--- src/rtl/key_scanner.sv ---
// -----------------------------------------------------------------------------
// key_scanner
//   Scans an 8x8 key matrix one row at a time. Each row is driven for SETTLE
//   cycles, then its columns are captured into a snapshot and compared one
//   column per cycle against a 64-bit image of the last reported key states.
//   Every difference becomes a press/release event in an 8-deep FIFO.
//
// Ports
//   clk       : sole clock, rising edge
//   reset     : synchronous active-high reset
//   enable    : scan enable (examined only in IDLE and at row boundaries)
//   key_sel   : one-hot row drive, 8'h00 when no row is selected
//   key_val   : column states of the selected row (1 = pressed)
//   ev_valid  : event FIFO non-empty
//   ev_data   : head event {press, 1'b0, row[2:0], col[2:0]}
//   ev_ack    : pop head event
//   ev_count  : number of events held, 0..8
// -----------------------------------------------------------------------------
module key_scanner #(
   parameter int SETTLE = 4
) (
   input  logic       clk,
   input  logic       reset,
   input  logic       enable,
   output logic [7:0] key_sel,
   input  logic [7:0] key_val,
   output logic       ev_valid,
   output logic [7:0] ev_data,
   input  logic       ev_ack,
   output logic [3:0] ev_count
);

   localparam logic [1:0] ST_IDLE   = 2'd0;
   localparam logic [1:0] ST_SELECT = 2'd1;
   localparam logic [1:0] ST_SAMPLE = 2'd2;
   localparam logic [1:0] ST_SCAN   = 2'd3;

   localparam logic [3:0] SETTLE_LAST = 4'(SETTLE - 1);

   logic [1:0]  state_r;
   logic [2:0]  row_r;
   logic [2:0]  col_r;
   logic [3:0]  settle_cnt_r;
   logic [7:0]  snap_r;
   logic [63:0] image_r;
   logic [7:0]  key_sel_r;

   logic [7:0]  fifo_mem_r [0:7];
   logic [2:0]  wr_ptr_r;
   logic [2:0]  rd_ptr_r;
   logic [3:0]  count_r;

   logic        scan_bit_s;
   logic        image_bit_s;
   logic        full_s;
   logic        push_s;
   logic        pop_s;
   logic [2:0]  next_row_s;

   function automatic logic [7:0] row_onehot(input logic [2:0] row);
      logic [7:0] base;
      base = 8'h01;
      return base << row;
   endfunction

   // Column compare, FIFO handshake decode and next-row computation
   always_comb begin
      scan_bit_s  = snap_r[col_r];
      image_bit_s = image_r[{row_r, col_r}];
      full_s      = (count_r == 4'd8);
      pop_s       = ev_ack && (count_r != 4'd0);
      next_row_s  = row_r + 3'd1;
      // A full FIFO blocks the push even if a pop frees a slot this cycle;
      // the image bit stays stale so the change is picked up on a later scan.
      if ((state_r == ST_SCAN) && (scan_bit_s != image_bit_s) && !full_s) begin
         push_s = 1'b1;
      end else begin
         push_s = 1'b0;
      end
   end

   // Scan sequencer: row drive, settle count, snapshot capture, column walk
   always_ff @(posedge clk) begin
      if (reset) begin
         state_r      <= ST_IDLE;
         row_r        <= 3'd0;
         col_r        <= 3'd0;
         settle_cnt_r <= 4'd0;
         snap_r       <= 8'h00;
         key_sel_r    <= 8'h00;
      end else begin
         case (state_r)
            ST_IDLE: begin
               if (enable) begin
                  state_r      <= ST_SELECT;
                  key_sel_r    <= row_onehot(row_r);
                  settle_cnt_r <= 4'd0;
               end else begin
                  key_sel_r    <= 8'h00;
               end
            end
            ST_SELECT: begin
               if (settle_cnt_r == SETTLE_LAST) begin
                  state_r      <= ST_SAMPLE;
               end else begin
                  settle_cnt_r <= settle_cnt_r + 4'd1;
               end
            end
            ST_SAMPLE: begin
               snap_r  <= key_val;
               col_r   <= 3'd0;
               state_r <= ST_SCAN;
            end
            ST_SCAN: begin
               if (col_r == 3'd7) begin
                  row_r <= next_row_s;
                  // Row boundary: the only place enable is looked at mid-scan.
                  if (enable) begin
                     state_r      <= ST_SELECT;
                     key_sel_r    <= row_onehot(next_row_s);
                     settle_cnt_r <= 4'd0;
                  end else begin
                     state_r      <= ST_IDLE;
                     key_sel_r    <= 8'h00;
                  end
               end else begin
                  col_r <= col_r + 3'd1;
               end
            end
            default: begin
               state_r   <= ST_IDLE;
               key_sel_r <= 8'h00;
            end
         endcase
      end
   end

   // Image of last reported key states, updated only when an event is queued
   always_ff @(posedge clk) begin
      if (reset) begin
         image_r <= 64'd0;
      end else if (push_s) begin
         image_r[{row_r, col_r}] <= scan_bit_s;
      end else begin
         image_r <= image_r;
      end
   end

   // FIFO pointers and occupancy
   always_ff @(posedge clk) begin
      if (reset) begin
         wr_ptr_r <= 3'd0;
         rd_ptr_r <= 3'd0;
         count_r  <= 4'd0;
      end else begin
         if (push_s) begin
            wr_ptr_r <= wr_ptr_r + 3'd1;
         end else begin
            wr_ptr_r <= wr_ptr_r;
         end
         if (pop_s) begin
            rd_ptr_r <= rd_ptr_r + 3'd1;
         end else begin
            rd_ptr_r <= rd_ptr_r;
         end
         case ({push_s, pop_s})
            2'b10:   count_r <= count_r + 4'd1;
            2'b01:   count_r <= count_r - 4'd1;
            default: count_r <= count_r;
         endcase
      end
   end

   // FIFO storage; contents need no reset because occupancy gates visibility
   always_ff @(posedge clk) begin
      if (push_s && !reset) begin
         fifo_mem_r[wr_ptr_r] <= {scan_bit_s, 1'b0, row_r, col_r};
      end
   end

   assign key_sel  = key_sel_r;
   assign ev_count = count_r;
   assign ev_valid = (count_r != 4'd0);
   assign ev_data  = fifo_mem_r[rd_ptr_r];

endmodule

--- config.mk ---
export PLATFORM = sky130hd
export DESIGN_NAME = key_scanner
export DESIGN_NICKNAME = d
export VERILOG_FILES = /design/src/rtl/key_scanner.sv
export SDC_FILE = /design/constraint.sdc
export NUM_CORES = 1
export LEC_CHECK = 0
export CAP_MARGIN = 10
export CORE_UTILIZATION = 50
export CTS_CLUSTER_SIZE = 10
export DETAILED_ROUTE_END_ITERATION = 10
export PLACE_DENSITY = 0.68
export SETUP_SLACK_MARGIN = 0.15
export SYNTH_ARGS = -nofsm -noshare
export SYNTH_HDL_FRONTEND = slang
export SYNTH_SLANG_ARGS = --single-unit
--- constraint.sdc ---
create_clock -name clk -period 4.45 [get_ports clk]
set_clock_uncertainty 0.05 [all_clocks]
set_input_delay 0.445 -clock clk [delete_from_list [all_inputs] [get_ports clk]]
set_output_delay 0.445 -clock clk [all_outputs]
set_load 0.005 [all_outputs]
==> out/metrics.yaml <==
endpoint_kind: "flop"
register_area_um2: 3789
power.share.switching_pct: 25.90
timing.critical_path.cells: "nor4bb_1 -> a22oi_1 -> nand4_1 -> and4bb_2 -> mux2i_1 -> ha_1 -> xor2_1 -> ha_1 -> a21oi_1 -> xor2_1 -> or3_1 -> a21oi_1"
timing_max_transition_violations_final: 0
worstMarginPinSlew_ps: 1158
num_io_pins: 33
cell_area_after_synthesis_um2: 7467
dp_worst_setup_slack_ps: 386.0
cts_num_sinks: 161
synth_top_flop_cell: "sky130_fd_sc_hd__dfxtp_1"
grt_max_degree: 66
drtPass1Iterations: 5
routed_wl_mm: 17.83
p_comb_share_pct: 10.4
drive_above_1_share_pct: 13.89
track_usage_pct: 23.96
worst-setup-path-type: "reg -> reg"
leakage_nw: 2.763
antennaDiodeCount: 0
yosysWarnings: 0
hold_path.class: "reg -> reg"
number_of_antenna_violations_at_the_first_check_in_global_routing: 0
detailroute.via_count: 5658
final_critical_path_setup_slack_ps: 630.4
drc: 0
nFillCells: 1238
core_region_area_um2: 14530
setup.worst_path.start_class: "flop"
clkSlewWorstSetupHoldPaths_ps: 70
power.internal_w: 0.002590
initial_utilization_pct: 51.38
setup_viol: 0
max-slew-margin-rel_pct: 22.81
setup_tns_ps: 0
grt_overflow_total: 0
timing.critical_path.slowest_stage_cell: "sky130_fd_sc_hd__dfxtp_1"
grt.met3_usage_pct: 4.440
syn-num-nets: 731
placement.io_buffers: 31
unrepaired_setup_endpoints_after_global_routing: "no"
cts_setup_buffers: 0
timing.final.crit_share_pct: 85.83
die-width_um: 124.2
cts_tree: "yes"
cts-root-to-sink-buffers: 2
cp_data_required_time_ps: 4750
period_minus_slack_ps: 3820
dp.final_hpwl_mm: 11.29
global_placer_s_final_weighted_congestion: 0.8304
ir_drop_mv: 0.2519
worst_ep_arrival_time_ps: 4120
fin_nets: 745
synthesis.area_per_instance_um2: 10.67
critical_path.max_fanout: 30
maxClockFrequency_ghz: 0.2618
grt_use_met1_pct: 31.17
die_area_um2: 15430
grt_most_used_layer: "met2"
synthArstFlopShare_pct: 0
grt_first_pass_wirelength_mm: 28.86
power.net_switching_w: 0.0009051
final_hold_viol_count: 0
power.density_nw_per_um2: 411.2
grt_pass1_vias: 5500
synthDistinctLibCells: 55
routed_via_density: 6.211
clock_latency_ps: 430
core.rowCount: 44
status: "complete, no violations"
post_synthesis_cells: 700
p_clk_share_pct: 43.7
share_seq_of_total_power_pct: 45.9
synth.yosys.seq_area_share_pct: 50.67
synth-edff-count: 56
globalRouteMet2Util_pct: 38.90
wire_length_per_cell_after_detailed_routing_um: 19.57
cts-root-buf: "sky130_fd_sc_hd__clkbuf_16"
final_common_cell: "sky130_fd_sc_hd__dfxtp_1"
slowest_delay_ps: 1080
final_cells: 911
postSynthRegisterBits: 161
drt_iter0_drc: 555
multi_input_comb_area_um2: 3354
antenna_left: 0
maxCapViolations: 0
number_of_placed_cells_counting_well_taps: 879
area_delta_synth_final_pct: 13.82
cts-htree-levels: 4
overall_die_height_um: 124.2
final_cell_mix: "sky130_fd_sc_hd__dfxtp_1, sky130_fd_sc_hd__a21oi_1, sky130_fd_sc_hd__nand3_1, sky130_fd_sc_hd__o21ai_1, sky130_fd_sc_hd__edfxtp_1"
tritoncts.num_buffers: 17
-- critical path: cells and delay by family (launching register included) --
kind,cells,cell delay (ps)
AND/OR/NAND/NOR,4,1130
flip-flops,1,1080
adder cells (fa/ha/maj),2,470
AO/OA/AOI/OAI,3,350
XOR/XNOR,2,340
multiplexers,1,310
-- registers in the layout, indices dropped and copies added (netlist names), 3 cells and up, named ones only --
signal        count
fifo_mem_r       56
ev_count          4
row_r             3
image_r          64
settle_cnt_r      4
key_sel           8
snap_r            8
col_r             3
rd_ptr_r          3
wr_ptr_r          3
-- cells by family after synthesis --
kind of cell    synth area share, %
compound gates                13.19
other cells                 0.05022
mux                           13.22
simple gates                  14.23
buf+inv                       4.407
xor+xnor                      1.056
flops                         50.67
fa+ha+maj                     3.184
-- through the flow --
step | total power [W] | hold WS [ps] | area (µm²) | utilization [%]
CTS | 0.003513 | 423.9 | 8496 | 58.45
detailed placement | 0.001996 | 415.0 | 7878 | 54.20
global placement | 0.001976 | 410.9 | 7878 | 54.20
finish | 0.003495 | 424.9 | 8499 | 58.48
global route | 0.003622 | 450.4 | 8499 | 58.48
floorplan | 0.001916 | 396.3 | 7467 | -
-- final timing paths --
kind | start | to | slack (ps) | cells past startpoint
setup / recovery | row_r[1] | ev_count[2] | 630 | 12
hold / removal | image_r[1] | image_r[1] | 420 | 2
setup reg to reg | row_r[1] | ev_count[2] | 630 | 12
hold reg to reg | image_r[1] | image_r[1] | 420 | 2
-- power groups by stage --
| stage | clock [W] | combinational, W | sequential, W |
|---|---|---|---|
| finish | 0.00153 | 0.000364 | 0.00160 |
| global route | 0.00160 | 0.000406 | 0.00161 |
| CTS | 0.00155 | 0.000362 | 0.00160 |
| detailed placement | 0 | 0.000359 | 0.00164 |
| global placement | 0 | 0.000343 | 0.00163 |
| floorplan | 0 | 0.000306 | 0.00161 |
-- timing repair --
item / 4_1_cts / 5_1_grt
hold buffers: 0 / 0
gates resized for setup: 0 / 2
endpoints found under the setup margin: 0 / 1
-- layout make-up --
cell class | instances | area share (%)
flip-flops and latches | 161 | 44.58
repair buffers | 51 | 5.358
multi-input cells | 469 | 39.47
well taps | 184 | 2.709
clock inverters | 15 | 2.267
inverters | 14 | 0.6183
clock buffers | 17 | 5.005
-- metal layers --
metal	share of wire, %	wire (µm)
met3	6.9	1223
met1	42	7539
met2	49	8694
met4	2.1	376
met5	0	0
-- cells in the mapped netlist, types with 3 or more instances --
cell	count	area share (%)
sky130_fd_sc_hd__nor4_1	5	0.42
sky130_fd_sc_hd__clkbuf_1	29	1.5
sky130_fd_sc_hd__buf_2	8	0.54
sky130_fd_sc_hd__o21ai_1	56	3.8
sky130_fd_sc_hd__nand2_1	19	0.96
sky130_fd_sc_hd__or3_1	7	0.59
sky130_fd_sc_hd__inv_2	3	0.15
sky130_fd_sc_hd__nor4b_1	4	0.47
sky130_fd_sc_hd__nor3_1	12	0.80
sky130_fd_sc_hd__edfxtp_1	56	23
sky130_fd_sc_hd__nand2b_1	3	0.25
sky130_fd_sc_hd__ha_1	19	3.2
sky130_fd_sc_hd__mux4_2	30	9.0
sky130_fd_sc_hd__o21ai_0	14	0.94
sky130_fd_sc_hd__a32o_1	4	0.54
sky130_fd_sc_hd__nand3b_1	3	0.30
sky130_fd_sc_hd__nand4_1	4	0.34
sky130_fd_sc_hd__dfxtp_1	105	28
sky130_fd_sc_hd__mux2i_1	21	2.8
sky130_fd_sc_hd__mux2_2	7	1.1
sky130_fd_sc_hd__a21oi_1	72	4.8
sky130_fd_sc_hd__xor2_1	7	0.82
sky130_fd_sc_hd__buf_1	8	0.40
sky130_fd_sc_hd__inv_1	11	0.55
sky130_fd_sc_hd__or2_1	7	0.59
sky130_fd_sc_hd__a22oi_1	13	1.3
sky130_fd_sc_hd__nor4bb_1	5	0.67
sky130_fd_sc_hd__buf_4	7	0.70
sky130_fd_sc_hd__nand3_1	71	4.8
sky130_fd_sc_hd__buf_6	4	0.60
sky130_fd_sc_hd__nor2b_1	3	0.25
sky130_fd_sc_hd__nor2_1	51	2.6
Note: power is estimated with default switching activity, not from simulation.
==> patch 1 (same flow settings) <==
Make the reset (`reset`) asynchronous in 3 clocked blocks. Comments in the files are not updated.
--- a/src/rtl/key_scanner.sv
+++ b/src/rtl/key_scanner.sv
@@ -82,3 +82,3 @@
    // Scan sequencer: row drive, settle count, snapshot capture, column walk
-   always_ff @(posedge clk) begin
+   always_ff @(posedge clk or posedge reset) begin
       if (reset) begin
@@ -138,3 +138,3 @@
    // Image of last reported key states, updated only when an event is queued
-   always_ff @(posedge clk) begin
+   always_ff @(posedge clk or posedge reset) begin
       if (reset) begin
@@ -149,3 +149,3 @@
    // FIFO pointers and occupancy
-   always_ff @(posedge clk) begin
+   always_ff @(posedge clk or posedge reset) begin
       if (reset) begin
Function: differs if reset is asserted again (counterexample within 4 cycles, from zero or initial values and one cycle with reset high); with reset held inactive, the same outputs for 10 cycles.
==> patch 1 against the original RTL <==
Cell area grew 5.3%; sequential cell count shrank 3; cell count grew 3.8%; wire length grew 11%; maximum frequency shrank 3.0%; synthesized area grew 5.4%; worst setup slack lost 0.12 ns; count of clock-buffer cells in the layout grew 6.
Power is not compared: it rests on default switching activity, and its combinational part moved more than twofold at a synthesized area within 25%.
==> patch 1: results (changes against the original RTL) <==
| Metric | Value |
|---|---|
| R2R setup slack | `0.51 ns (-0.12 ns)` |
| Vias in the first global route | `5915 (+7.5%)` |
| Status | `finished clean` |
| Via count | `5997 (+6.0%)` |
| Fraction of the mapped netlist area in adder cells | `3.02% (-0.16 points)` |
| Count of multi-input gates | `481 (+2.6%)` |
| Worst Path Arrival | `4.19 ns (+0.07 ns)` |
| Register area share after synthesis | `53.8% (+3.1 points)` |
| Final hold slack | `0.437 ns (+0.0121 ns)` |
| Mean Syn Cell Area | `11.3 µm² (+5.5%)` |
| Inverters | `13 (-1)` |
| Final RePlAce weighted congestion | `0.898 (+8.1%)` |
| Synth Area in Compound Gates | `18.4% (+5.3 points)` |
| Final Non-Filler Cells | `946 (+3.8%)` |
| GRT Overall Usage | `25.9% (+1.9 points)` |
| Placed insts | `914 (+4.0%)` |
| Crit path launch | `col_r[0]$_DFFE_PP0P_` |
| Largest net degree at the start of global routing | `65 (-1.5%)` |
| Wire length of the first global-routing pass | `31700 µm (+9.9%)` |
| Ys flop type | `dfrtp_1` |
| Synth top cells by count | `149 x o21ai_0, 102 x dfrtp_1, 79 x a21oi_1` |
| Crit path max fanout | `20 (-33%)` |
| Post-synthesis net count | `730 (-0.14%)` |
| Fraction of synthesized area in multiplexers | `11.4% (-1.8 points)` |
| Signal buf overhead | `5.15% (-0.21 points)` |
| Async SR Flop Fraction | `64.6% (+65 points)` |
| Nets | `753 (+1.1%)` |
patch 1: changes by cell type after synthesis, moves of 11 or more:
cell,unedited run,this run
o21ai_0,14,149
dfxtp_1,105,0
dfrtp_1,0,102
nand3_1,71,14
o21ai_1,56,0
nor2_1,51,20
mux2_2,7,22
nand2_1,19,30
patch 1: cells by family after synthesis:
group | after synthesis
xor gates and xnor gates | 9
DFF | 158
other | 1
muxes | 60
adders and majority gates | 19
buffers and inverters | 60
and+or+nand+nor | 126
AOI/OAI and AO/OA | 266
patch 1: path summary, 6_finish.rpt:
path,cells past startpoint,to
worst max-delay path,15,ev_count[2]$_DFFE_PP0P_
worst min-delay path,2,key_sel[6]$_DFFE_PP0P_
worst max register to register,15,ev_count[2]$_DFFE_PP0P_
worst min register to register,2,key_sel[6]$_DFFE_PP0P_
max in group asynchronous,3,rd_ptr_r[1]$_DFFE_PP0P_
min in group asynchronous,2,wr_ptr_r[2]$_DFFE_PP0P_
patch 1: worst max-delay path, cell delays in order (launching register included):
cell and delay, ns:
dfrtp_1 0.82, buf_4 0.34, nor2_1 0.08, a21o_1 0.18, a221oi_1 0.28, o22a_1 0.22, nand4bb_2 0.15, xnor2_2 0.43
nand2b_1 0.21, ha_1 0.26, xor2_1 0.09, ha_1 0.18, a21oi_1 0.14, xor2_1 0.16, nor2_1 0.06, xor2_1 0.14
patch 1: per-layer routing:
| layer | share of wire (%) | GRT usage (%) |
|---|---|---|
| met4 | 3.3 | 14.6 |
| met2 | 50 | 41.9 |
| met3 | 6.8 | 4.98 |
| met5 | 0 | 0 |
| met1 | 40 | 32.8 |
patch 1: report_power, final:
part,internal [mW],leakage (nW),switching [mW]
Clock,0.802,0.258,0.576
Sequential,1.77,1.83,0.339
Combinational,0.854,1.25,1.01
==> patch 2 (same flow settings) <==
Made on the original files. Add an input register stage for `key_val`, without a reset; this delays it by one clock. The other inputs are not delayed to match.
--- a/src/rtl/key_scanner.sv
+++ b/src/rtl/key_scanner.sv
@@ -38,2 +38,8 @@
    localparam logic [3:0] SETTLE_LAST = 4'(SETTLE - 1);
+
+   logic [7:0] key_val_q;
+
+   always_ff @(posedge clk) begin
+      key_val_q <= key_val;
+   end
 
@@ -109,3 +115,3 @@
             ST_SAMPLE: begin
-               snap_r  <= key_val;
+               snap_r  <= key_val_q;
                col_r   <= 3'd0;
Function: changed (Yosys sat finds a counterexample within 10 cycles, from zero or initial values and one cycle with reset high).
==> patch 2 against the original RTL <==
Critical path depth is 2 higher; sequential cell count increased by 8; synthesized cell count up 1.7%; cell area is 6.2% higher; hold slack worse by 0.021 ns; count of clock-buffer cells in the layout increased by 1; worst setup slack lost 0.24 ns; first-iteration DRC count decreased by 9.9%; wire length grew 8.8%; synthesized area increased by 5.2%; total power grew 3.5%.
==> patch 2: results (changes against the original RTL) <==
| Metric | Value |
|---|---|
| Status | `finished clean` |
| Hold Startpoint | `key_val[4]` |
| Register area share after synthesis | `50.2% (-0.49 points)` |
| CP max stage cell | `nor2b_1` |
| Clk_buf instances | `18 (+1)` |
| Final RePlAce weighted congestion | `0.841 (+1.3%)` |
| Seq area share | `43.7% (-0.84 points)` |
| Dpl ws | `0.234 ns (-0.152 ns)` |
| GRT Overall Usage | `25.1% (+1.2 points)` |
| Leak | `2.90 nW (+4.9%)` |
| Via count | `6119 (+8.1%)` |
| Crit path launch | `col_r[1]$_SDFFE_PP0P_` |
| Final core occ | `59.2% (+0.68 points)` |
| Placed insts | `938 (+6.7%)` |
| Nets | `777 (+4.3%)` |
| Clk cell area share | `6.47% (-0.80 points)` |
| Leading post-synthesis cells by cell area | `dfxtp_1 29%, edfxtp_1 21%, mux4_2 7.5%, nor2_1 5.3%, a31oi_1 4.5%` |
| Count of multi-input gates | `478 (+1.9%)` |
| Worst-Margin Slew | `1.03 ns (-0.132 ns)` |
| Worst stage delay on the critical path | `0.66 ns (-0.42 ns)` |
| Cell variety after synth | `60 (+9.1%)` |
| Area post-placement | `0.00844 mm² (+7.1%)` |
| Area of the multi-input gates | `0.00361 mm² (+7.5%)` |
| Routed wire length | `19400 µm (+8.8%)` |
| Initial DRC Count | `500 (-9.9%)` |
| DIE WIDTH | `127 µm (+2.5%)` |
| Signal buf overhead | `6.38% (+1.0 points)` |
| Worst Path Arrival | `4.37 ns (+0.25 ns)` |
| Vias in the first global route | `5925 (+7.7%)` |
| Largest net degree at the start of global routing | `55 (-17%)` |
| Non-clock buffer count | `67 (+31%)` |
| Max rail drop VDD | `0.310 mV (+23%)` |
| Mapped Cells | `712 (+1.7%)` |
| Fraction of layout instances using a drive strength above 1 | `15.0% (+1.1 points)` |
| Wire length of the first global-routing pass | `31200 µm (+8.0%)` |
| Dpl hpwl | `12400 µm (+10%)` |
| Crit path max fanout | `13 (-57%)` |
| Synth top cells by count | `113 x dfxtp_1, 112 x nor2_1, 56 x a31oi_1, 56 x edfxtp_1, 37 x a2111oi_0` |
| WL/cell | `20.0 µm (+2.2%)` |
| Clock sinks | `169 (+5.0%)` |
| Post-synthesis net count | `743 (+1.6%)` |
## patch 2: final timing paths
| path | end | cells after the start | slack [ns] |
|---|---|---|---|
| worst max-delay path | ev_count[2]$_SDFFE_PP0P_ | 14 | 0.39 |
| worst min-delay path | key_val_q[4]$_DFF_P_ | 1 | 0.40 |
| worst max register to register | ev_count[2]$_SDFFE_PP0P_ | 14 | 0.39 |
| worst min register to register | snap_r[3]$_SDFFE_PP0P_ | 2 | 0.42 |
## patch 2: logic make-up after synthesis
logic type / synth area share [%]
xor+xnor: 1.11
simple gates: 11.9
fa+ha+maj: 3.03
mux: 12.2
flops: 50.2
other cells: 0.0477
compound gates: 17.5
buf+inv: 4.08
## patch 2: power by group
| group | switching [mW] | internal, mW | leakage, nW |
|---|---|---|---|
| clock network | 0.654 | 0.795 | 0.282 |
| logic | 0.308 | 0.176 | 1.18 |
| registers | 0.0480 | 1.64 | 1.43 |
## patch 2: worst reg2reg max path, stage by stage, from the launching register on
cell and delay [ns]:
dfxtp_1 0.63, buf_4 0.27, mux4_2 0.20, mux2i_1 0.07, nor2b_1 0.66, nor4_1 0.22, a211oi_1 0.37, nor2_1 0.12
ha_1 0.28, xor2_1 0.17, ha_1 0.20, a21oi_1 0.18, xor2_1 0.12, or3_1 0.32, a21oi_1 0.13
## patch 2: metal layers
layer / vias up / routed length [µm] / GRT usage [%]
met5: - / 0 / 0
met4: 0 / 700 / 11.6
met3: 60 / 1350 / 5.90
met2: 250 / 9300 / 41.4
met1: 2980 / 8060 / 31.4
li1: 2829 / - / -
## patch 2: timing repair
action,4_1_cts,5_1_grt
buffers inserted,0,0
hold endpoints to repair,0,0
setup endpoints to repair,0,1
resized for setup,0,1
